`src/rtl/measure_fre_multi_pkg.sv`:
```
// Shared definitions for the multi-channel equal-precision frequency meter:
// channel FSM encoding and parameter defaults.
package measure_fre_multi_pkg;

    localparam int DEF_NUM_CH      = 4;
    localparam int DEF_CNT_WIDTH   = 32;
    localparam int DEF_CLK_FRE     = 200000000;
    localparam int DEF_SYNC_STAGES = 2;

    typedef logic [1:0] chan_state_t;

    localparam chan_state_t ST_IDLE  = 2'd0;
    localparam chan_state_t ST_COUNT = 2'd1;
    localparam chan_state_t ST_DONE  = 2'd2;

endpackage

```
`src/rtl/measure_fre_multi_if.sv`:
```
// Signal/readout bundle of the frequency meter. The meter is the master;
// the readout side (and the signal source) is the slave.
interface measure_fre_multi_if #(
    parameter int NUM_CH    = 4,
    parameter int CNT_WIDTH = 32
);
    logic                        enable;
    logic [NUM_CH-1:0]           sig_in;
    logic [NUM_CH*CNT_WIDTH-1:0] sig_cnt;
    logic [NUM_CH*CNT_WIDTH-1:0] ref_cnt;
    logic                        cnt_valid;
    logic [NUM_CH-1:0]           ch_ovf;
    logic [NUM_CH-1:0]           ch_nosig;
    logic                        gate_out;

    modport master (
        input  enable, sig_in,
        output sig_cnt, ref_cnt, cnt_valid, ch_ovf, ch_nosig, gate_out
    );

    modport slave (
        output enable, sig_in,
        input  sig_cnt, ref_cnt, cnt_valid, ch_ovf, ch_nosig, gate_out
    );
endinterface

```
`src/rtl/measure_fre_multi_chan.sv`:
```
// One measurement channel: input synchroniser, rising-edge detect, and the
// IDLE/COUNT/DONE gate FSM with saturating signal/reference counters.
module measure_fre_multi_chan
    import measure_fre_multi_pkg::*;
#(
    parameter int CNT_WIDTH   = DEF_CNT_WIDTH,
    parameter int SYNC_STAGES = DEF_SYNC_STAGES
) (
    input  logic                 clk,
    input  logic                 rst,
    input  logic                 sig_in,
    input  logic                 gate,
    input  logic                 clr,
    output logic [CNT_WIDTH-1:0] sig_cnt,
    output logic [CNT_WIDTH-1:0] ref_cnt,
    output logic                 ovf,
    output logic                 done
);

    localparam logic [CNT_WIDTH-1:0] CNT_MAX = '1;

    logic [SYNC_STAGES-1:0] sync_q, sync_d;
    logic                   last_q, last_d;
    logic                   rise_s;
    chan_state_t            state_q, state_d;
    logic [CNT_WIDTH-1:0]   sig_q, sig_d;
    logic [CNT_WIDTH-1:0]   ref_q, ref_d;
    logic                   ovf_q, ovf_d;

    // Synchroniser shift and edge detect; latency is identical for every edge.
    always_comb begin
        sync_d = {sync_q[SYNC_STAGES-2:0], sig_in};
        last_d = sync_q[SYNC_STAGES-1];
        rise_s = sync_q[SYNC_STAGES-1] & ~last_q;
    end

    // Gate FSM: opening edge is not counted, the closing edge is, frame end wins.
    always_comb begin
        state_d = state_q;
        sig_d   = sig_q;
        ref_d   = ref_q;
        ovf_d   = ovf_q;
        if (clr) begin
            state_d = ST_IDLE;
            sig_d   = '0;
            ref_d   = '0;
            ovf_d   = 1'b0;
        end else begin
            case (state_q)
                ST_IDLE: begin
                    if (rise_s && gate) begin
                        state_d = ST_COUNT;
                        sig_d   = '0;
                        ref_d   = '0;
                    end else begin
                        state_d = ST_IDLE;
                    end
                end
                ST_COUNT: begin
                    if (ref_q == CNT_MAX) begin
                        ovf_d = 1'b1;
                    end else begin
                        ref_d = ref_q + CNT_WIDTH'(1);
                    end
                    if (rise_s) begin
                        if (sig_q == CNT_MAX) begin
                            ovf_d = 1'b1;
                        end else begin
                            sig_d = sig_q + CNT_WIDTH'(1);
                        end
                        if (!gate) begin
                            state_d = ST_DONE;
                        end else begin
                            state_d = ST_COUNT;
                        end
                    end else begin
                        state_d = ST_COUNT;
                    end
                end
                ST_DONE: state_d = ST_DONE;
                default: state_d = ST_IDLE;
            endcase
        end
    end

    // Channel state registers.
    always_ff @(posedge clk or posedge rst) begin
        if (rst) begin
            sync_q  <= '0;
            last_q  <= 1'b0;
            state_q <= ST_IDLE;
            sig_q   <= '0;
            ref_q   <= '0;
            ovf_q   <= 1'b0;
        end else begin
            sync_q  <= sync_d;
            last_q  <= last_d;
            state_q <= state_d;
            sig_q   <= sig_d;
            ref_q   <= ref_d;
            ovf_q   <= ovf_d;
        end
    end

    assign sig_cnt = sig_q;
    assign ref_cnt = ref_q;
    assign ovf     = ovf_q;
    assign done    = (state_q == ST_DONE);

endmodule

```
`src/rtl/measure_fre_multi.sv`:
```
// Multi-channel equal-precision frequency meter: shared frame timebase and soft
// gate, per-channel measurement, and latched per-frame results.
module measure_fre_multi
    import measure_fre_multi_pkg::*;
#(
    parameter int NUM_CH        = DEF_NUM_CH,
    parameter int CNT_WIDTH     = DEF_CNT_WIDTH,
    parameter int CLK_FRE       = DEF_CLK_FRE,
    parameter int GATE_CYCLES   = CLK_FRE,
    parameter int PERIOD_CYCLES = 2 * CLK_FRE,
    parameter int SYNC_STAGES   = DEF_SYNC_STAGES
) (
    input  logic                 clk,
    input  logic                 rst,
    measure_fre_multi_if.master  bus
);

    localparam int              TB_W    = $clog2(PERIOD_CYCLES);
    localparam logic [TB_W-1:0] TB_LAST = TB_W'(PERIOD_CYCLES - 1);
    localparam logic [TB_W-1:0] TB_GATE = TB_W'(GATE_CYCLES);

    logic [TB_W-1:0]             tb_q, tb_d;
    logic                        gate_q, gate_d;
    logic                        frame_end_s;
    logic                        chan_clr_s;
    logic [NUM_CH*CNT_WIDTH-1:0] sig_cnt_q, sig_cnt_d;
    logic [NUM_CH*CNT_WIDTH-1:0] ref_cnt_q, ref_cnt_d;
    logic                        cnt_valid_q, cnt_valid_d;
    logic [NUM_CH-1:0]           ch_ovf_q, ch_ovf_d;
    logic [NUM_CH-1:0]           ch_nosig_q, ch_nosig_d;

    logic [CNT_WIDTH-1:0]        chan_sig_s [NUM_CH];
    logic [CNT_WIDTH-1:0]        chan_ref_s [NUM_CH];
    logic [NUM_CH-1:0]           chan_ovf_s;
    logic [NUM_CH-1:0]           chan_done_s;

    // Frame timebase and soft gate; disabling parks the timebase at zero.
    always_comb begin
        if (!bus.enable) begin
            tb_d = '0;
        end else if (tb_q == TB_LAST) begin
            tb_d = '0;
        end else begin
            tb_d = tb_q + TB_W'(1);
        end
        gate_d      = bus.enable && (tb_d < TB_GATE);
        frame_end_s = bus.enable && (tb_q == TB_LAST);
        chan_clr_s  = frame_end_s || !bus.enable;
    end

    for (genvar k = 0; k < NUM_CH; k++) begin : g_chan
        measure_fre_multi_chan #(
            .CNT_WIDTH   (CNT_WIDTH),
            .SYNC_STAGES (SYNC_STAGES)
        ) u_chan (
            .clk     (clk),
            .rst     (rst),
            .sig_in  (bus.sig_in[k]),
            .gate    (gate_q),
            .clr     (chan_clr_s),
            .sig_cnt (chan_sig_s[k]),
            .ref_cnt (chan_ref_s[k]),
            .ovf     (chan_ovf_s[k]),
            .done    (chan_done_s[k])
        );
    end

    // Result latch: only channels that closed their gate report counts.
    always_comb begin
        sig_cnt_d   = sig_cnt_q;
        ref_cnt_d   = ref_cnt_q;
        ch_ovf_d    = ch_ovf_q;
        ch_nosig_d  = ch_nosig_q;
        cnt_valid_d = frame_end_s;
        if (frame_end_s) begin
            for (int k = 0; k < NUM_CH; k++) begin
                if (chan_done_s[k]) begin
                    sig_cnt_d[k*CNT_WIDTH +: CNT_WIDTH] = chan_sig_s[k];
                    ref_cnt_d[k*CNT_WIDTH +: CNT_WIDTH] = chan_ref_s[k];
                    ch_nosig_d[k]                       = 1'b0;
                end else begin
                    sig_cnt_d[k*CNT_WIDTH +: CNT_WIDTH] = '0;
                    ref_cnt_d[k*CNT_WIDTH +: CNT_WIDTH] = '0;
                    ch_nosig_d[k]                       = 1'b1;
                end
                ch_ovf_d[k] = chan_ovf_s[k];
            end
        end else begin
            cnt_valid_d = 1'b0;
        end
    end

    // Timebase and output registers.
    always_ff @(posedge clk or posedge rst) begin
        if (rst) begin
            tb_q        <= '0;
            gate_q      <= 1'b0;
            sig_cnt_q   <= '0;
            ref_cnt_q   <= '0;
            cnt_valid_q <= 1'b0;
            ch_ovf_q    <= '0;
            ch_nosig_q  <= '0;
        end else begin
            tb_q        <= tb_d;
            gate_q      <= gate_d;
            sig_cnt_q   <= sig_cnt_d;
            ref_cnt_q   <= ref_cnt_d;
            cnt_valid_q <= cnt_valid_d;
            ch_ovf_q    <= ch_ovf_d;
            ch_nosig_q  <= ch_nosig_d;
        end
    end

    assign bus.sig_cnt   = sig_cnt_q;
    assign bus.ref_cnt   = ref_cnt_q;
    assign bus.cnt_valid = cnt_valid_q;
    assign bus.ch_ovf    = ch_ovf_q;
    assign bus.ch_nosig  = ch_nosig_q;
    assign bus.gate_out  = gate_q;

endmodule

```
`src/flat_wrapper.sv`:
```
// flat-port wrapper written by rule: the top's interface ports become plain ports
module measure_fre_multi_flat import measure_fre_multi_pkg::*;
#(
    parameter int NUM_CH        = DEF_NUM_CH,
    parameter int CNT_WIDTH     = DEF_CNT_WIDTH,
    parameter int CLK_FRE       = DEF_CLK_FRE,
    parameter int GATE_CYCLES   = CLK_FRE,
    parameter int PERIOD_CYCLES = 2 * CLK_FRE,
    parameter int SYNC_STAGES   = DEF_SYNC_STAGES
)
  (clk, rst, bus_enable, bus_sig_in, bus_sig_cnt, bus_ref_cnt, bus_cnt_valid, bus_ch_ovf, bus_ch_nosig, bus_gate_out);
  measure_fre_multi_if #(.NUM_CH(NUM_CH), .CNT_WIDTH(CNT_WIDTH)) bus_i ();
  input  logic clk;
  input  logic rst;
  input wire logic [$bits(bus_i.enable)-1:0] bus_enable;
  input wire logic [$bits(bus_i.sig_in)-1:0] bus_sig_in;
  output wire logic [$bits(bus_i.sig_cnt)-1:0] bus_sig_cnt;
  output wire logic [$bits(bus_i.ref_cnt)-1:0] bus_ref_cnt;
  output wire logic [$bits(bus_i.cnt_valid)-1:0] bus_cnt_valid;
  output wire logic [$bits(bus_i.ch_ovf)-1:0] bus_ch_ovf;
  output wire logic [$bits(bus_i.ch_nosig)-1:0] bus_ch_nosig;
  output wire logic [$bits(bus_i.gate_out)-1:0] bus_gate_out;
  assign bus_i.enable = bus_enable;
  assign bus_i.sig_in = bus_sig_in;
  assign bus_sig_cnt = bus_i.sig_cnt;
  assign bus_ref_cnt = bus_i.ref_cnt;
  assign bus_cnt_valid = bus_i.cnt_valid;
  assign bus_ch_ovf = bus_i.ch_ovf;
  assign bus_ch_nosig = bus_i.ch_nosig;
  assign bus_gate_out = bus_i.gate_out;
  measure_fre_multi #(.NUM_CH(NUM_CH), .CNT_WIDTH(CNT_WIDTH), .CLK_FRE(CLK_FRE), .GATE_CYCLES(GATE_CYCLES), .PERIOD_CYCLES(PERIOD_CYCLES), .SYNC_STAGES(SYNC_STAGES)) u_core (.clk(clk), .rst(rst), .bus(bus_i));
endmodule
```
`config.mk`:
```
export PLATFORM = sky130hd
export DESIGN_NAME = measure_fre_multi_flat
export DESIGN_NICKNAME = d
export VERILOG_FILES = /design/src/rtl/measure_fre_multi_pkg.sv /design/src/rtl/measure_fre_multi_if.sv /design/src/rtl/measure_fre_multi_chan.sv /design/src/rtl/measure_fre_multi.sv /design/src/flat_wrapper.sv
export SDC_FILE = /design/constraint.sdc
export NUM_CORES = 2
export LEC_CHECK = 0
export BUFFER_PORTS_ARGS = -buffer_cell sky130_fd_sc_hd__buf_2
export CAP_MARGIN = 25
export CORE_MARGIN = 5
export CORE_UTILIZATION = 45
export DETAILED_ROUTE_END_ITERATION = 7
export SETUP_SLACK_MARGIN = 0.15
export SYNTH_ARGS = -nofsm -noshare
export SYNTH_HDL_FRONTEND = slang
export SYNTH_HIERARCHICAL = 1
export SYNTH_SLANG_ARGS = --single-unit
```
`constraint.sdc`:
```
create_clock -name clk -period 9.9 [get_ports clk]
set_input_delay 0.495 -clock clk [delete_from_list [all_inputs] [get_ports clk]]
set_output_delay 0.495 -clock clk [all_outputs]
set_load 0.02 [all_outputs]
```
# --- Yosys cells after proc, flatten, opt, wreduce, memory -nomap -nowiden ---
# Index checks and enable logic that the tools add are counted.
# W data, S select, Z words.
classes:
  n_reduce_logical: 28
  n_lt_le_gt_ge: 1
  n_eq_ne: 33
  n_addsub: 9
  n_mux: 84
  n_bitwise: 8
op_table:
  columns: ["op", "count"]
  rows:
  - ["$mux W32", 32]
  - ["$pmux W32 S2", 8]
  - ["$add A32 B1 Y32 const B", 8]
  - ["$eq A32 B32 Y1 const B", 8]
  - ["$mux W29", 2]
  - ["$ne A3 B2 Y1 const B", 16]
  - ["$add A29 B1 Y29 const B", 1]
  - ["$eq A29 B29 Y1 const B", 1]
  - ["$lt A29 B28 Y1 const B", 1]
  - ["$mux W1", 29]
  - ["$pmux W2 S3", 4]
  - ["$mux W2", 9]
  - ["$reduce_and A4 Y1", 4]
  - ["$reduce_and A3 Y1", 4]
  - ["$reduce_bool A3 Y1", 4]
  - ["$eq A2 B1 Y1 const B", 4]
  - ["$eq A2 B2 Y1 const B", 4]
  - ["$logic_not A2 Y1", 4]
  - ["$reduce_bool A2 Y1", 4]
  - ["$logic_and A1 B1 Y1", 6]
  - ["$and A1 B1 Y1", 4]
  - ["$not A1 Y1", 4]
  - ["$logic_not A1 Y1", 1]
  - ["$logic_or A1 B1 Y1", 1]
totals:
  in_bits: 7
  output_inout_bits: 266
  regBits: 575

# --- Longest topological paths before layout ---
depth:
  depth_word: 6
  mapped_depth: 14
  mapped_depth_nobuf: 9

# --- Hierarchy ---
# Netlist, hierarchy kept.
by_module_without_submodules:
  columns: ["mod", "n_inst", "seq_area_each_um2", "area_per_inst_um2", "cells_each"]
  rows:
  - ["measure_fre_multi_chan (u_core.g_chan[0].u_chan ...)", 3, 1751.7, 4215.3, 471]
  - ["measure_fre_multi", 1, 7382.1, 12145.4, 1326]
  - ["measure_fre_multi_chan (u_core.g_chan[3].u_chan)", 1, 1751.7, 4011.3, 452]

# --- Worst setup path after synthesis ---
# OpenSTA, ideal clock, no wires.
synth_path:
  path_kind: "register -> register"
  start: "reg u_core.tb_q[0]"
  end: "reg u_core.g_chan[3].u_chan.ref_q[1]"
  n_path_buf: 5
  stages_incl_launch_ff: 15
  arrival_ps: 3348
  path_slack_ps: 6457
  setup_time_ps: 96
  cell_sequence: "dfrtp_1 -> ha_1 -> nand2_1 -> nor3_1 -> a31o_2 -> buf_6 -> buf_2 -> or3b_1 -> or4_1 -> buf_2 -> and4bb_2 -> buf_4 -> buf_4 -> o21ai_0 -> o31ai_1"
synth_between:
  elab_chain_cells: 5
  word_cells_on_any_way: 8
  cone_classes: "eq/ne: 3; mux: 1; reduce/logical: 4"
synth_rtl:
  columns: ["item", "line_no", "text"]
  rows:
  - ["from (decl)", "measure_fre_multi.sv:22", "logic [TB_W-1:0] tb_q, tb_d;"]
  - ["from (signal assigned)", "measure_fre_multi.sv:104", "tb_q <= tb_d;"]
  - ["$eq A29 B29 Y1 *", "measure_fre_multi.sv:47", "frame_end_s = bus.enable && (tb_q == TB_LAST);"]
  - ["$logic_and A1 B1 Y1 *", "measure_fre_multi.sv:47", null]
  - ["$logic_or A1 B1 Y1 *", "measure_fre_multi.sv:48", "chan_clr_s = frame_end_s || !bus.enable;"]
  - ["net u_core.chan_clr_s", "measure_fre_multi.sv:25", "logic chan_clr_s;"]
  - ["$ne A3 B2 Y1 (no source line) / $reduce_bool A3 Y1 (equally long branches)", null, null]
  - ["$reduce_and A3 Y1 (no source line)", null, null]
  - ["to (signal assigned)", "measure_fre_multi_chan.sv:100", "ref_q <= ref_d;"]
  - ["to (decl)", "measure_fre_multi_chan.sv:27", "logic [CNT_WIDTH-1:0] ref_q, ref_d;"]
# Mark *: on every way through the listed nets, which the timed path passes. The rest lies on a longest branch.
# A chain may end at the register's enable or synchronous reset.

# --- Worst setup path after layout ---
layout_path:
  start: "reg u_core.tb_q[0]"
  end: "reg u_core.g_chan[2].u_chan.ref_q[17]"
layout_between:
  elab_chain_cells: 5
  word_cells_on_any_way: 8
  cone_classes: "eq/ne: 3; mux: 1; reduce/logical: 4"
layout_rtl:
  columns: ["item", "line_no"]
  rows:
  - ["$eq A29 B29 Y1 *", "measure_fre_multi.sv:47"]
  - ["$logic_and A1 B1 Y1 *", "measure_fre_multi.sv:47"]
  - ["$logic_or A1 B1 Y1 *", "measure_fre_multi.sv:48"]
  - ["$ne A3 B2 Y1 (no source line) / $reduce_bool A3 Y1 (equally long branches)", null]
  - ["$reduce_and A3 Y1 (no source line)", null]
  - ["to (signal assigned)", "measure_fre_multi_chan.sv:100"]
  - ["to (decl)", "measure_fre_multi_chan.sv:27"]
# Mark *: on every way between the ends. The rest lies on a longest branch, timed or not.

==> run_results.csv <==
group,metric,value,unit
worst_setup_path,r2r-start,"u_core/tb_q[0]",
logic_synthesis,synth-seq-cells,575,
floorplan,initial_utilization,0.4558,
floorplan,die_x,263.0,um
global_routing,largest_net_degree_at_the_start_of_global_routing,278,
power_and_ir_drop,power.net_switching,1.122,mW
global_routing,grt_use_met3,0.04165,
logic_synthesis,synth_compound_area_frac,0.1732,
logic_synthesis,synthAdderAreaFrac,0.003910,
cts,cts-resized-gates,0,
worst_setup_path,timing.reg2reg.worst_path_depth,11,
global_routing,initial_antenna_violation_count,3,
cells_and_area,most-common-layout-cells,"sky130_fd_sc_hd__nand2_1, sky130_fd_sc_hd__dfrtp_1, sky130_fd_sc_hd__buf_2",
placed_design,place.port_buffers,272,
logic_synthesis,synthesis.area,28800,um^2
cts,cts.repair_timing.setup_buffer_count,0,
logic_synthesis,synthXorXnorAreaFrac,0.009427,
worst_setup_path,worstPathRequired,10.40,ns
timing,slew-limit-headroom,0.2119,
timing,final_critical_path_setup_slack,5.428,ns
worst_hold_path,hold_path_end,"u_core/g_chan[0].u_chan/sync_q[0]",
run_status,status,"finished clean",
route,drt_pass1_iterations,5,
placed_design,gpl.final_weighted_congestion,0.9106,
route,antenna_left,0,
worst_setup_path,reg_to_reg_setup_timing_slack,5.43,ns
global_routing,use_met1,0.3110,
power_and_ir_drop,pwr-share-clk,0.501,
route,avgViaCountPerCell,5.899,
timing,final_number_of_max_transition_violations,0,
floorplan,boundaryPins,273,
worst_setup_path,crit_path_max_delay_cell_type,"sky130_fd_sc_hd__a31o_2",
run,cap_viol_max_count,0,
global_routing,grtUsageMet2,0.3558,
logic_synthesis,synthMuxAreaShare,0.009383,
worst_setup_path,critical_path.reg2reg.endpoint,"u_core/g_chan[2].u_chan/ref_cnt[17]",
logic_synthesis,mappedNetlistNets,3207,
power_and_ir_drop,power_switching_share,0.2213,
logic_synthesis,ys_async_sr_fraction,1.000,
timing,maxClockFrequency,0.2236,GHz
logic_synthesis,synth_sequential_area_ratio,0.4996,
logic_synthesis,synthesis.yosys.warnings,6,
route,totalWireLength,79.86,mm
global_routing,grt_pass1_vias,24415,
worst_setup_path,critical_path.cell_chain,"ha_1 -> nand2_1 -> nor3_1 -> a31o_2 -> buf_4 -> nor3b_2 -> buf_4 -> and3_1 -> and4_1 -> or4_1 -> a21oi_1",
global_routing,wire_length_of_the_first_global_routing_pass,131.2,mm
route,drt_iter0_drc,2172,
logic_synthesis,synth_cell_type_count,74,
power_and_ir_drop,internal_power,3.948,mW
worst_hold_path,min_delay_path_depth,1,
timing,finClkSkew,0.02520,ns
route,dr_total_vias,25170,
logic_synthesis,synth_top_family_by_area,"simple AND/OR/NAND/NOR gates",
timing,timing.final.hold_violations,0,
global_routing,grt_util_all_layers,0.2225,
placed_design,pre_cts_setup_slack,5.467,ns
global_routing,globalRoute.busiestLayer,"met2",
cells_and_area,num_antenna_cells,0,
cts,tritoncts,"yes",
route,wl_per_cell,18.72,um
worst_setup_path,crit_fanout,35,
cells_and_area,final_nets,3387,
worst_hold_path,worst_hold_path_type,"in -> reg",
timing,timing.final.crit_period,4.472,ns
worst_setup_path,worstSetupEndpointType,"register",
global_routing,grt_remaining_overflow,0,
cts,cts_buffers,66,
cts,clockRootBuffer,"sky130_fd_sc_hd__clkbuf_16",
worst_hold_path,startpoint_of_the_tightest_hold_check_path,"bus_sig_in[0]",
floorplan,coreArea,63200,um^2
worst_setup_path,timing.critical_path.slowest_cell_delay,0.80,ns
cts,max-clock-path-buffers,3,
cells_and_area,final_common_cell,"sky130_fd_sc_hd__nand2_1",
cts,postCtsHoldBufs,2,
power_and_ir_drop,share_seq_of_total_power,0.467,
cts,cts.htree.levels,3,
power_and_ir_drop,leakagePower,14.48,nW
worst_setup_path,criticalPathCategory,"reg -> reg",
logic_synthesis,synthesis.instances,3191,
floorplan,std_cell_rows,92,
logic_synthesis,simple_gate_share_of_the_synthesized_area,0.2618,
cts,cts.clk_slew.worst_paths,0.06,ns
power_and_ir_drop,fraction_of_power_consumed_by_combinational_cells,0.032,
worst_setup_path,arrival,4.98,ns
logic_synthesis,post_synthesis_mean_instance_area,9.026,um^2
cts,clock-sinks,575,
timing,finalCritPeriodShare,0.4517,
logic_synthesis,synth_edf_count,0,
timing,fin_tns_setup,0,ns
timing,final-setup-viol-count,0,
worst_setup_path,cp-start-kind,"register",
timing,grt_setup_unrepaired,"false",
floorplan,dieArea,69170,um^2
power_and_ir_drop,ir_drop,0.1285,mV
cells_and_area,area_growth,14.90,%
worst_setup_path,path_common_cell,"sky130_fd_sc_hd__buf_4",
cts,clk_latency,0.59,ns
power_and_ir_drop,powerDensity,153.2,nW/um^2
timing,tightest_slew,1.172,ns
logic_synthesis,yosys_most_used_dff,"sky130_fd_sc_hd__dfrtp_1",
cells_and_area,post_route_cells_drive_above_1_share,0.1459,
route,post-route-drc-count,0,
floorplan,die_h,263.0,um
placed_design,place_hpwl,53.78,mm
## worst max-delay path by stage
| stage | from | depth (start not counted) | slack [ns] | end |
|---|---|---|---|---|
| global placement | u_core/tb_q[12] | 8 | 5.56 | u_core/g_chan[2].u_chan/sig_cnt[23] |
| global route | u_core/tb_q[0] | 11 | 5.11 | u_core/g_chan[2].u_chan/ref_cnt[23] |
| CTS | u_core/tb_q[0] | 11 | 5.45 | u_core/g_chan[2].u_chan/ref_cnt[17] |
| detailed placement | u_core/tb_q[0] | 9 | 5.47 | u_core/g_chan[2].u_chan/sig_cnt[23] |
| floorplan | rst | 1 | 1.26 | u_core/bus.ch_nosig[0] |
| finish | u_core/tb_q[0] | 11 | 5.43 | u_core/g_chan[2].u_chan/ref_cnt[17] |
## Yosys cell counts, types with 12 or more instances
master	instances	area (um^2)
sky130_fd_sc_hd__a31oi_1	57	356.6
sky130_fd_sc_hd__buf_2	62	310.3
sky130_fd_sc_hd__o31ai_1	138	1036
sky130_fd_sc_hd__nand4_1	95	594.3
sky130_fd_sc_hd__xnor2_1	16	140.1
sky130_fd_sc_hd__buf_4	12	90.09
sky130_fd_sc_hd__nor4_1	28	175.2
sky130_fd_sc_hd__mux2i_1	27	270.3
sky130_fd_sc_hd__o211ai_1	29	217.7
sky130_fd_sc_hd__xor2_1	15	131.4
sky130_fd_sc_hd__nor2_1	116	435.4
sky130_fd_sc_hd__o21ai_1	258	1291
sky130_fd_sc_hd__nand2b_1	27	168.9
sky130_fd_sc_hd__a41oi_1	14	122.6
sky130_fd_sc_hd__inv_1	51	191.4
sky130_fd_sc_hd__a21oi_1	81	405.4
sky130_fd_sc_hd__and3_1	61	381.6
sky130_fd_sc_hd__and4_1	42	367.9
sky130_fd_sc_hd__nand3_1	141	705.7
sky130_fd_sc_hd__dfrtp_1	575	14390
sky130_fd_sc_hd__clkbuf_1	114	427.9
sky130_fd_sc_hd__buf_6	18	202.7
sky130_fd_sc_hd__and2_1	27	168.9
sky130_fd_sc_hd__or3_1	45	281.5
sky130_fd_sc_hd__or4_1	39	292.8
sky130_fd_sc_hd__o21ai_0	129	645.6
sky130_fd_sc_hd__nor3_1	48	240.2
sky130_fd_sc_hd__nand2_1	724	2718
## layout make-up
| type | count | area, um^2 |
|---|---|---|
| Clock inverter | 23 | 277.8 |
| Timing Repair Buffer | 320 | 1924 |
| Multi-Input combinational cell | 2357 | 13260 |
| Clock buffer | 95 | 1987 |
| Fill cell | 5858 | 30100 |
| Tap cell | 846 | 1059 |
| Sequential cell | 575 | 14390 |
| Inverter | 51 | 198.9 |
## stage by stage
| stage | instance area, um^2 | util | instances | hold slack, ns | total power, mW |
|---|---|---|---|---|---|
| after detailed placement | 30640 | 0.4848 | 4140 | 0.3362 | 2.563 |
| after global placement | 30540 | 0.4833 | 4134 | 0.3371 | 2.557 |
| after CTS | 32920 | 0.5209 | 4260 | 0.0002384 | 5.137 |
| after floorplan | 28800 | - | 3191 | 0.3312 | 2.515 |
| final | 33100 | 0.5237 | 4267 | 0.03266 | 5.071 |
| after global routing | 33100 | 0.5237 | 4267 | 0.01465 | 5.263 |
## logic make-up (layout without fill, tap and decap cells)
logic type	Yosys count	in the layout
buffers and inverters	259	489
adder cells (fa/ha/maj)	9	9
multiplexers	27	27
XOR/XNOR	31	31
AO/OA/AOI/OAI	806	806
AND/OR/NAND/NOR	1484	1484
flip-flops	575	575
## critical path, delay by kind of cell (launching register included)
kind	cells	cell delay [ns]
AO/OA/AOI/OAI	2	0.96
flip-flops	1	0.40
buffers and inverters	2	0.67
AND/OR/NAND/NOR	6	2.06
adder cells (fa/ha/maj)	1	0.27
## per-layer routing
layer	vias to the layer above	part of all wire	wire, um
li1	11962	-	-
met4	2	0.024	1897
met1	12327	0.45	35930
met3	127	0.060	4830
met5	-	0.00016	13
met2	752	0.47	37190
## state kept, by name, indices dropped and copies added, names as in the netlist, 4 cells and up
name / count
u_core/bus.ref_cnt: 128
u_core/bus.sig_cnt: 128
u_core/g_chan.u_chan/ref_cnt: 128
u_core/g_chan.u_chan/sig_cnt: 128
u_core/tb_q: 29
u_core/g_chan.u_chan/state_q: 8
u_core/g_chan.u_chan/sync_q: 8
u_core/bus.ch_nosig: 4
u_core/bus.ch_ovf: 4
u_core/g_chan.u_chan/last_q: 4
u_core/g_chan.u_chan/ovf: 4
## power by group through the flow
stage / Sequential (mW) / Combinational, mW / Clock (mW)
finish: 2.37 / 0.160 / 2.54
global placement: 2.41 / 0.145 / 0
CTS: 2.37 / 0.152 / 2.62
floorplan: 2.41 / 0.108 / 0
detailed placement: 2.41 / 0.151 / 0
global route: 2.37 / 0.182 / 2.71
Power figures use the tool's default switching activity.
